$ cat config.mk
export PLATFORM = sky130hd
export DESIGN_NAME = axis_pkt_fifo
export DESIGN_NICKNAME = d
export VERILOG_FILES = /design/src/rtl/axis_pkt_fifo.sv
export SDC_FILE = /design/constraint.sdc
export NUM_CORES = 1
export LEC_CHECK = 0
export CORE_ASPECT_RATIO = 0.9
export CORE_MARGIN = 2
export CORE_UTILIZATION = 35
export DETAILED_ROUTE_END_ITERATION = 8
export GPL_TIMING_DRIVEN = 0
export HOLD_SLACK_MARGIN = 0.15
export PLACE_DENSITY = 0.55
export SYNTH_ARGS = -nofsm -noshare
export SYNTH_HDL_FRONTEND = slang
export SYNTH_SLANG_ARGS = --single-unit
$ cat constraint.sdc
create_clock -name clk -period 6.9 [get_ports clk]
set_clock_uncertainty 0.15 [all_clocks]
set_input_delay 0.69 -clock clk [delete_from_list [all_inputs] [get_ports clk]]
set_output_delay 0.69 -clock clk [all_outputs]
set_load 0.02 [all_outputs]
$ cat src/rtl/axis_pkt_fifo.sv
`default_nettype none
// -----------------------------------------------------------------------------
// Module   : axis_pkt_fifo
// Brief    : AXI-Stream beat FIFO with fill level and stored-packet count.
//            Define AXIS_PKT_FIFO_STORE_FWD_EN for store-and-forward output.
// Revision : 1.0
// -----------------------------------------------------------------------------
module axis_pkt_fifo #(
   parameter int DATA_WIDTH = 8,
   parameter int DEPTH      = 16,
   parameter int CNT_W      = $clog2(DEPTH) + 1
) (
   input  logic                  clk,
   input  logic                  reset,
   input  logic [DATA_WIDTH-1:0] s_axis_tdata,
   input  logic                  s_axis_tvalid,
   output logic                  s_axis_tready,
   input  logic                  s_axis_tlast,
   output logic [DATA_WIDTH-1:0] m_axis_tdata,
   output logic                  m_axis_tvalid,
   input  logic                  m_axis_tready,
   output logic                  m_axis_tlast,
   output logic [CNT_W-1:0]      level,
   output logic [CNT_W-1:0]      pkt_count
);

   localparam int AW = $clog2(DEPTH);

   logic [DATA_WIDTH:0] mem [DEPTH];
   logic [AW:0]         wr_ptr;
   logic [AW:0]         rd_ptr;
   logic [AW:0]         wr_ptr_nxt;
   logic [AW:0]         rd_ptr_nxt;
   logic [CNT_W-1:0]    pkt_nxt;
   logic                push;
   logic                pop;
   logic                full_nxt;
   logic                empty_nxt;
   logic                tvalid_nxt;

   assign push = s_axis_tvalid & s_axis_tready;
   assign pop  = m_axis_tvalid & m_axis_tready;

   // Pointers carry an extra wrap bit, so their difference is the fill level.
   assign wr_ptr_nxt = wr_ptr + (AW+1)'(push);
   assign rd_ptr_nxt = rd_ptr + (AW+1)'(pop);
   assign level      = wr_ptr - rd_ptr;

   assign full_nxt  = (wr_ptr_nxt[AW-1:0] == rd_ptr_nxt[AW-1:0]) &&
                      (wr_ptr_nxt[AW] != rd_ptr_nxt[AW]);
   assign empty_nxt = (wr_ptr_nxt == rd_ptr_nxt);

   always_comb begin
      pkt_nxt = pkt_count;
      case ({push & s_axis_tlast, pop & m_axis_tlast})
         2'b10:   pkt_nxt = pkt_count + 1'b1;
         2'b01:   pkt_nxt = pkt_count - 1'b1;
         default: pkt_nxt = pkt_count;
      endcase
   end

`ifdef AXIS_PKT_FIFO_STORE_FWD_EN
   // A full FIFO is released even without a stored tlast to avoid deadlock.
   assign tvalid_nxt = !empty_nxt && ((pkt_nxt != '0) || full_nxt);
`else
   assign tvalid_nxt = !empty_nxt;
`endif

   always_ff @(posedge clk or posedge reset) begin
      if (reset) begin
         wr_ptr        <= '0;
         rd_ptr        <= '0;
         pkt_count     <= '0;
         s_axis_tready <= 1'b0;
         m_axis_tvalid <= 1'b0;
      end else begin
         wr_ptr        <= wr_ptr_nxt;
         rd_ptr        <= rd_ptr_nxt;
         pkt_count     <= pkt_nxt;
         s_axis_tready <= !full_nxt;
         m_axis_tvalid <= tvalid_nxt;
      end
   end

   always_ff @(posedge clk) begin
      if (push) begin
         mem[wr_ptr[AW-1:0]] <= {s_axis_tlast, s_axis_tdata};
      end
   end

   assign {m_axis_tlast, m_axis_tdata} = mem[rd_ptr[AW-1:0]];

endmodule
`default_nettype wire

==> out/qor.yml <==
route.detailed.drc: 0
yosysTopAreaCellShare_pct: 65.1
max_slew.worst_pin.slew_ns: 1.11
die_w_um: 149
ys.flop_type: "edfxtp_1"
wl_met3_um: 493
routed.top_layer: "met4"
dpl.cell_count: 599
tns_ns: 0
port_buffers: 33
initial_utilization_pct: 36.0
synth_common_cells: "edfxtp_1, mux4_1, dfrtp_1"
clock-root-buffer: "clkbuf_16"
grt_antenna_before_repair: 0
drt_iter0_drc: 148
powerDensity_mw_per_mm2: 463
synth_fp_nets: 347
num_vias: 3108
row_count: 47
worstSetupPathType: "reg2out"
grt_max_degree: 18
layout_setup_ws_ns: 2.81
layout.nets: 400
peakVddDrop_mv: 0.178
cts_resized: 0
cts_setup_buffers: 0
clk_pin_slew_worst_paths_ns: 0.06
htree_levels: 4
max_freq_mhz: 245
place_ws_ns: 3.17
cp.required_ns: 6.06
routedWlPerCell_um: 20.2
track_usage_pct: 13.9
end_kind: "output port"
relSlewSlack_pct: 25.7
synth_mux_area_share_pct: 17.2
fp.coreArea_mm2: 0.0185
grt_pass1_wl_mm: 19.6
ys_top_cells_by_area: "edfxtp_1, mux4_1, dfrtp_1, mux4_2, ha_1"
drive_gt1_share_pct: 13.7
hp-class: "reg2reg"
period_needed_ns: 4.09
clk_latency_ns: 0.42
synth.most_common_cell: "edfxtp_1"
async_flop_share_pct: 10.6
gp_congestion: 0.745
ys_types: 27
dp_hpwl_mm: 8.62
pin_count: 34
vias_per_cell: 4.93
synth_top_family_by_area: "multiplexers"
grt.overflow.total: 0
finalHoldViolCount: 0
fp.dieArea_mm2: 0.0201
setup_viol: 0
diodes: 0
cts_tree: "yes"
yosys_warnings: 0
clkSinkCount: 161
synth.avg_cell_area_um2: 20.7
finalCritPeriodShare_pct: 59.2
routed-wl-met2_mm: 6.21
worstPathArrival_ns: 3.25
yosys.area_share.adder_pct: 2.86
die_height_um: 135
path_max_fanout: 10
maxCapViolCount: 0
synth_compound_area_share_pct: 1.09
first_pass_iters: 4
grt_pass1_vias: 3204
rsz0062_at_grt: "no"
synth-seq-area-share_pct: 71.5
cts_hold_buffers: 0
status: "finished clean"
synthCells: 320
yosys_register_bits: 161
numCtsBuffers: 17
totalWireLength_mm: 12.8
synthSimpleGateAreaFrac_pct: 2.75
synth_top_cell_by_area: "edfxtp_1"
postRouteAntennaNets: 0
drt-met1-wl_mm: 5.84
synth-edff-count: 144
syn-cell-area_mm2: 0.00664
start_kind: "flip-flop"
maxSlewViolCount: 0
power.leakage_nw: 2.73
clockBufferDepth: 2
fin_cells: 631
area_growth_syn_to_layout_pct: 18.5
synth_xor_area_share_pct: 2.51
-- cells in the final DEF (no fill, tap or decap), drive strengths merged, types with 8 or more instances in the layout --
cell type	instances
edfxtp	144
mux4	44
clkdlybuf4s50	33
clkbuf	22
inv	19
dfrtp	17
nor2	14
ha	12
nand2	11
xnor2	11
xor2	8
buf	8
-- sequential cells by signal (all words and copies together) (netlist names) --
register,count
rd_ptr,5
mem,144
s_axis_tready,1
pkt_count,5
wr_ptr,5
m_axis_tvalid,1
-- cell families (layout without fill, tap and decap cells) --
group / after synthesis / in the layout
fa+ha+maj: 14 / 14
compound gates: 12 / 12
buf+inv: 26 / 92
xor+xnor: 19 / 19
mux: 47 / 47
flops: 161 / 161
simple gates: 41 / 41
-- area by class of cell --
class                   instances  area [µm²]
flip-flops and latches        161        4750
clock buffers                  17         425
well taps                     245         307
multi-input cells             133        1770
clock inverters                15         134
repair buffers                 34         342
plain buffers                  12        82.6
fillers                      1610       10600
inverters                      14        52.6
-- where the power goes --
group          total [mW]  internal (mW)  leakage [nW]  switching [mW]
registers            1.29           1.21          1.50          0.0810
clock network       0.886          0.500         0.264           0.386
logic                1.47          0.708         0.965           0.757
total                3.64           2.42          2.73            1.22
-- path summary, 6_finish.rpt --
kind / start / end / slack [ns] / cells after the start
max: rd_ptr[1]$_DFF_PP0_ / m_axis_tdata[0] / 2.81 / 5
min: pkt_count[4]$_DFFE_PP0P_ / pkt_count[4]$_DFFE_PP0P_ / 0.32 / 1
max reg2reg: rd_ptr[1]$_DFF_PP0_ / pkt_count[4]$_DFFE_PP0P_ / 3.40 / 11
min reg2reg: pkt_count[4]$_DFFE_PP0P_ / pkt_count[4]$_DFFE_PP0P_ / 0.32 / 1
max in group asynchronous: reset / wr_ptr[1]$_DFF_PP0_ / 5.64 / 2
min in group asynchronous: reset / m_axis_tvalid$_DFF_PP0_ / 0.52 / 2
-- metal layers --
metal | vias up | GRT usage [%]
met5 | - | 0
met3 | 16 | 3.61
met1 | 1622 | 18.5
met2 | 54 | 21.6
met4 | 0 | 6.03
li1 | 1416 | -
-- critical path: stages (launching register included) --
cell	delay, ns
dfrtp_1	0.42
buf_2	0.30
clkbuf_1	0.56
mux4_1	0.48
mux4_2	0.51
clkdlybuf4s50_1	0.56
-- through the flow --
step	util (%)	hold slack [ns]	power [mW]	cell area (µm²)
5_1_grt	42.6	0.364	3.83	7870
2_1_floorplan	-	0.371	2.25	6640
4_1_cts	42.6	0.328	3.69	7870
3_3_place_gp	39.4	0.313	2.78	7280
6_report	42.6	0.319	3.64	7870
3_5_place_dp	39.6	0.315	2.80	7310
Power figures use the tool's default switching activity.
